## config.mk

```make
export PLATFORM = sky130hd
export DESIGN_NAME = dm_axi_master
export DESIGN_NICKNAME = d
export VERILOG_FILES = /design/src/rtl/dm_axi_master.sv
export SDC_FILE = /design/constraint.sdc
export NUM_CORES = 1
export LEC_CHECK = 0
export ABC_AREA = 1
export ABC_CLOCK_PERIOD_IN_PS = 1900
export CAP_MARGIN = 20
export CORE_AREA = 2 2 141 102
export CTS_CLUSTER_SIZE = 28
export DETAILED_ROUTE_END_ITERATION = 6
export DIE_AREA = 0 0 143 104
export MAX_ROUTING_LAYER = met4
export PLACE_DENSITY = 0.77
export SYNTH_ARGS = -nofsm -noshare
export SYNTH_HDL_FRONTEND = slang
export SYNTH_SLANG_ARGS = --single-unit
```

## constraint.sdc

```tcl
create_clock -name clk -period 1.9 [get_ports clk]
set_input_delay 0.285 -clock clk [delete_from_list [all_inputs] [get_ports clk]]
set_output_delay 0.285 -clock clk [all_outputs]
set_load 0.01 [all_outputs]
```

## src/rtl/dm_axi_master.sv

```systemverilog
// Bridges a CPU data-memory port onto single-beat AXI4 read/write channels.
// At most one transaction is outstanding; the CPU is held by AXI_MEM_stall until it completes.
module dm_axi_master (
    input  logic        clk,
    input  logic        rst,
    input  logic        DM_read,
    input  logic [3:0]  DM_write_en,
    input  logic [31:0] DM_addr,
    input  logic [31:0] DM_data_write,
    output logic [31:0] DM_data_read,
    output logic        AXI_MEM_stall,
    output logic [31:0] ARADDR,
    output logic        ARVALID,
    input  logic        ARREADY,
    input  logic [31:0] RDATA,
    input  logic [1:0]  RRESP,
    input  logic        RVALID,
    output logic        RREADY,
    output logic [31:0] AWADDR,
    output logic        AWVALID,
    input  logic        AWREADY,
    output logic [31:0] WDATA,
    output logic [3:0]  WSTRB,
    output logic        WVALID,
    input  logic        WREADY,
    input  logic [1:0]  BRESP,
    input  logic        BVALID,
    output logic        BREADY
);

    typedef enum logic [2:0] {
        IDLE    = 3'd0,
        RD_ADDR = 3'd1,
        RD_DATA = 3'd2,
        WR_ADDR = 3'd3,
        WR_RESP = 3'd4
    } state_t;

    state_t      state_q, state_d;
    logic [31:0] addr_q, addr_d;
    logic [31:0] wdata_q, wdata_d;
    logic [31:0] rdata_q, rdata_d;
    logic [3:0]  wstrb_q, wstrb_d;
    logic        aw_done_q, aw_done_d;
    logic        w_done_q, w_done_d;

    logic store_req, req, aw_hs, w_hs, rd_done, wr_done;

    // Error responses are not reported to the CPU; transactions complete normally.
    logic unused_resp;
    assign unused_resp = ^{RRESP, BRESP};

    assign store_req = |DM_write_en;
    assign req       = DM_read | store_req;
    assign aw_hs     = AWVALID & AWREADY;
    assign w_hs      = WVALID & WREADY;
    assign rd_done   = (state_q == RD_DATA) & RVALID;
    assign wr_done   = (state_q == WR_RESP) & BVALID;

    always_ff @(posedge clk or negedge rst) begin
        if (!rst) begin
            state_q   <= IDLE;
            addr_q    <= '0;
            wdata_q   <= '0;
            rdata_q   <= '0;
            wstrb_q   <= '0;
            aw_done_q <= 1'b0;
            w_done_q  <= 1'b0;
        end else begin
            state_q   <= state_d;
            addr_q    <= addr_d;
            wdata_q   <= wdata_d;
            rdata_q   <= rdata_d;
            wstrb_q   <= wstrb_d;
            aw_done_q <= aw_done_d;
            w_done_q  <= w_done_d;
        end
    end

    always_comb begin
        state_d   = state_q;
        addr_d    = addr_q;
        wdata_d   = wdata_q;
        rdata_d   = rdata_q;
        wstrb_d   = wstrb_q;
        aw_done_d = aw_done_q;
        w_done_d  = w_done_q;
        case (state_q)
            IDLE: begin
                if (req) begin
                    addr_d  = DM_addr;
                    wdata_d = DM_data_write;
                    wstrb_d = DM_write_en;
                    state_d = store_req ? WR_ADDR : RD_ADDR;
                end
            end
            RD_ADDR: begin
                if (ARREADY) state_d = RD_DATA;
            end
            RD_DATA: begin
                if (RVALID) begin
                    rdata_d = RDATA;
                    state_d = IDLE;
                end
            end
            WR_ADDR: begin
                // The two channels may be accepted in either order or together.
                if ((aw_done_q | aw_hs) & (w_done_q | w_hs)) begin
                    aw_done_d = 1'b0;
                    w_done_d  = 1'b0;
                    state_d   = WR_RESP;
                end else begin
                    aw_done_d = aw_done_q | aw_hs;
                    w_done_d  = w_done_q | w_hs;
                end
            end
            WR_RESP: begin
                if (BVALID) state_d = IDLE;
            end
            default: state_d = IDLE;
        endcase
    end

    assign ARADDR  = addr_q;
    assign ARVALID = (state_q == RD_ADDR);
    assign RREADY  = (state_q == RD_DATA);
    assign AWADDR  = addr_q;
    assign AWVALID = (state_q == WR_ADDR) & ~aw_done_q;
    assign WDATA   = wdata_q;
    assign WSTRB   = wstrb_q;
    assign WVALID  = (state_q == WR_ADDR) & ~w_done_q;
    assign BREADY  = (state_q == WR_RESP);

    // Stall releases in the completing handshake cycle so the CPU can advance immediately.
    assign AXI_MEM_stall = rst & (((state_q == IDLE) & req) |
                                  ((state_q != IDLE) & ~rd_done & ~wr_done));
    assign DM_data_read  = rd_done ? RDATA : rdata_q;

endmodule

```

### Word level (Yosys, flattened, before mapping)

Cells that the tools add are included.

* flip-flop bits (word level): 105
* bits of input ports: 112
* output and inout bits: 138

* equality and inequality tests: 9
* muxes and demuxes: 10
* bitwise operators: 19
* reductions and logical operators: 6

Operator list (count)
* 32-bit 2-to-1 mux: 1
* 3-bit 2-to-1 mux: 5
* 3-bit one-hot mux with 5 select lines: 1
* 1-bit bitwise AND: 11
* 2-bit inequality test, second input constant: 4
* 3-bit by 2-bit == test with 1-bit output, second input constant: 2
* 5-bit AND reduction: 1
* 1-bit inverter: 4
* 1-bit OR: 4
* 2-bit AND reduction: 2
* 4-bit OR reduction: 1
* 3-bit by 1-bit == test with 1-bit output, second input constant: 1
* 3-bit == test, second input constant: 1
* 3-bit logical NOT: 1
* 3-bit nonzero test: 1
* 1-bit 2-to-1 mux: 2
* 2-bit 2-to-1 mux: 1
* 2-bit by 1-bit inequality test with 1-bit output, second input constant: 1

### Longest topological paths before layout

* depth after elaboration: 7
* depth in mapped cells: 9

### Least setup slack after synthesis

Ideal clock, no wire load.

* path kind: register to output
* start point: register state_q[0]
* end point: output DM_data_read[10]
* arrival: 1.261 ns
* setup slack: 0.354 ns
* cell stages (with the launch flop): 7
* path buffers: 1
* cells stage by stage: dfrtp_1 -> inv_2 -> nand2_1 -> nor2_4 -> nand2_4 -> buf_6 -> mux2_4

* longest elaborated chain between the ends: 3

Ends and longest elaborated chain
* start: declaration: line 39 `state_t state_q, state_d;`
* start signal: assignment: line 70 `state_q <= state_d;`
* 3-bit by 2-bit == test with 1-bit output
* net RREADY: line 18 `output logic RREADY,`
* 1-bit bitwise AND: line 57 `assign rd_done = (state_q == RD_DATA) & RVALID;`
* 32-bit 2-to-1 mux: line 137 `assign DM_data_read = rd_done ? RDATA : rdata_q;`
* end: declaration: line 10 `output logic [31:0] DM_data_read,`

The timed path passes the listed nets, and every way through them passes these cells.

### Final worst setup path

* start point: register state_q[0]
* end point: output DM_data_read[3]

* longest elaborated chain between the ends: 3

Ends and longest elaborated chain (line)
* 3-bit by 2-bit == test with 1-bit output: 57
* 1-bit bitwise AND: 57
* 32-bit 2-to-1 mux: 137

No other way between the ends.

==> impl_metrics.csv <==
group,metric,value,unit
detailed_routing,drt_wl_total,13300,um
finish,nets,801,
synth,synthCells,456,
timing,finalMaxSlewViolations,0,
setup_path,worstSetupPathType,"reg -> out",
finish,final_cell_mix,"clkdlybuf4s50_1 (206), nand2_1 (158), dfrtp_1 (104)",
synth,synth_area,0.00461,sq mm
timing,post-route-period-util,109,%
detailed_routing,firstDrtPassIters,4,
finish,num_antenna_cells,0,
timing,min_period,2080,ps
synth,syn_avg_cell_area,10.1,sq um
outcome,outcome,"complete, but fails checks",
timing,setup_ws,-178,ps
floorplan,die_h,104,um
timing,setup_viol,32,
timing,worst_pin_slew,564,ps
flow_run,max_cap_viol_count,0,
cts,clk_pin_slew,70,ps
place,port-buffer-count,245,
synth,synth_top_area_share,57.0,%
floorplan,die_w,143,um
power_and_ir_drop,p_leak,3.69,nW
finish,area_delta_synth_final,64.2,%
finish,final_util,55.8,%
cts,cts_max_level,3,
timing,max_slew_margin,62.4,%
setup_path,startpoint,"state_q[0]",
detailed_routing,vias,3943,
setup_path,start_kind,"register",
grt,grt_pass1_wl,20800,um
floorplan,initial_core_util,34.0,%
timing,hold_violations,0,
setup_path,crit_family,"buffers and inverters",
setup_path,critical_path_arrival,1790,ps
setup_path,crit_path_max_fanout,5,
setup_path,worst_path_max_delay_cell,"dfrtp_1",
grt,grt_pass1_vias,4009,
synth,synth-seq-area-share,57.0,%
floorplan,fp-row-count,36,
setup_path,path_buf_inv,4,
cts,cts_hold_buf,0,
floorplan,dieArea,0.0149,sq mm
power_and_ir_drop,p_per_area,1790,mW/mm^2
outcome,failed_checks,"setup timing",
cts,clk_path_buf_depth,2,
grt,grt_max_degree,106,
floorplan,core_area,0.0136,sq mm
power_and_ir_drop,vdd_drop_max,767,uV
cts,cts_buffers,9,
setup_path,cp.required,1620,ps
timing,fin_tns_setup,-3560,ps
place,place_congestion,0.790,
setup_path,path_cells,"inv_2 > nand2_2 > nor2_4 > nand2_4 > buf_12 > buf_12 > mux2_4 > buf_6",
synth,synth_cell_types,21,
detailed_routing,drc,0,
setup_path,endpoint_kind,"primary output",
detailed_routing,ant_nets,0,
grt,antenna_found_initial,0,
synth,synth_top_cell_by_area,"dfrtp_1",
detailed_routing,post_drt_wl_per_cell,15.0,um
power_and_ir_drop,finalPower,13.6,mW
cts,cts_root_buf,"clkbuf_16",
setup_path,max_stage_delay,390,ps
synth,yosys_register_bits,105,
setup_path,rr_startpoint,"state_q[0]",
floorplan,io_pins,250,
cts,insertion_delay,340,ps
grt,grt.overflow.total,0,
timing,fin_worst_skew,10.3,ps
grt,grt_usage,18.1,%
timing,rsz0062_at_grt,"true",
detailed_routing,drt_iter0_drc,127,
synth,syn_nets,568,
detailed_routing,via_per_inst,4.47,
finish,final_common_cell,"clkdlybuf4s50_1",
finish,drive_above_1_share,18.3,%
synth,yosysWarnings,0,
cts,cts_tree,"yes",
synth,synth.area.top_cells,"dfrtp_1 (57%), nand2_1 (13%), mux2_4 (9.4%)",
min_path,hold_path.class,"in -> async",
place,dpl.hpwl,9360,um
setup_path,path_common_cell,"buf_12",
cts,cts_sinks,105,
timing,max_freq,481,MHz
## cell families (layout without fill, tap and decap cells)
family,after synthesis,after routing,share of synthesized area [%]
AO/OA/AOI/OAI,2,2,0.353
buffers and inverters,68,305,9.37
multiplexers,32,32,10.2
AND/OR/NAND/NOR,249,249,23.1
flip-flops,105,105,57.0
## Yosys cell counts
cell type  count
clkbuf_1       6
nor2_1         9
nand2_1      159
nand4_1        2
inv_2          2
buf_4         33
buf_2         12
nor2_4         1
nand3_2        1
inv_1         10
o21ai_1        1
mux2_2         3
nand2_4        1
nor2_2         1
nand3_1       72
dfrtp_1      105
nand2_2        1
buf_6          5
a21boi_2       1
nand3b_1       2
mux2_4        29
## repair_timing
action / in CTS / in global routing
gates cloned: 1 / 0
setup endpoints to repair: 39 / 48
setup buffers: 8 / 5
gates resized for setup: 175 / 5
pin swaps: 0 / 1
## worst paths after layout
path	end	slack, ps	cells past startpoint
min	rdata_q[24]	20	2
max	DM_data_read[3]	-180	8
min reg2reg	WDATA[8]	470	2
max in group asynchronous	WSTRB[3]	1440	2
min in group clk	WDATA[8]	470	2
max reg2reg	state_q[1]	150	10
## routing by layer
metal  GRT usage, %  wire length, um  up-vias
li1               -                -     1891
met1           22.5             5640     1895
met2           30.1             6640      150
met3           4.56              906        7
met4           3.39               73        0
met5              -                0        -
## report_power, final
group / total (mW) / internal, mW / switching [mW]
logic: 7.74 / 4.29 / 3.45
clock network: 1.81 / 0.972 / 0.838
registers: 4.02 / 3.38 / 0.644
## state kept, by name (all words and copies together), names as in the netlist
name	flops
ARADDR	32
WDATA	32
WSTRB	4
aw_done_q	1
rdata_q	32
state_q	3
w_done_q	1
## stage by stage
stage / setup WS, ps / hold slack (ps) / cells / cell area (sq um)
2_1_floorplan: 354 / -10.6 / 456 / 4610
3_3_place_gp: -249 / 411 / 855 / 7110
3_5_place_dp: -286 / 414 / 855 / 7110
4_1_cts: -210 / 43.5 / 879 / 7550
5_1_grt: -251 / 41.9 / 883 / 7570
6_report: -178 / 19.1 / 883 / 7570
## area by class of cell
type,count,area [sq um]
Sequential cell,105,2630
Inverter,12,45.0
Clock buffer,11,253
Tap cell,190,238
Clock inverter,4,35.0
Timing Repair Buffer,278,2800
Fill cell,1144,5990
Multi-Input combinational cell,283,1570
Power figures use the tool's default switching activity.
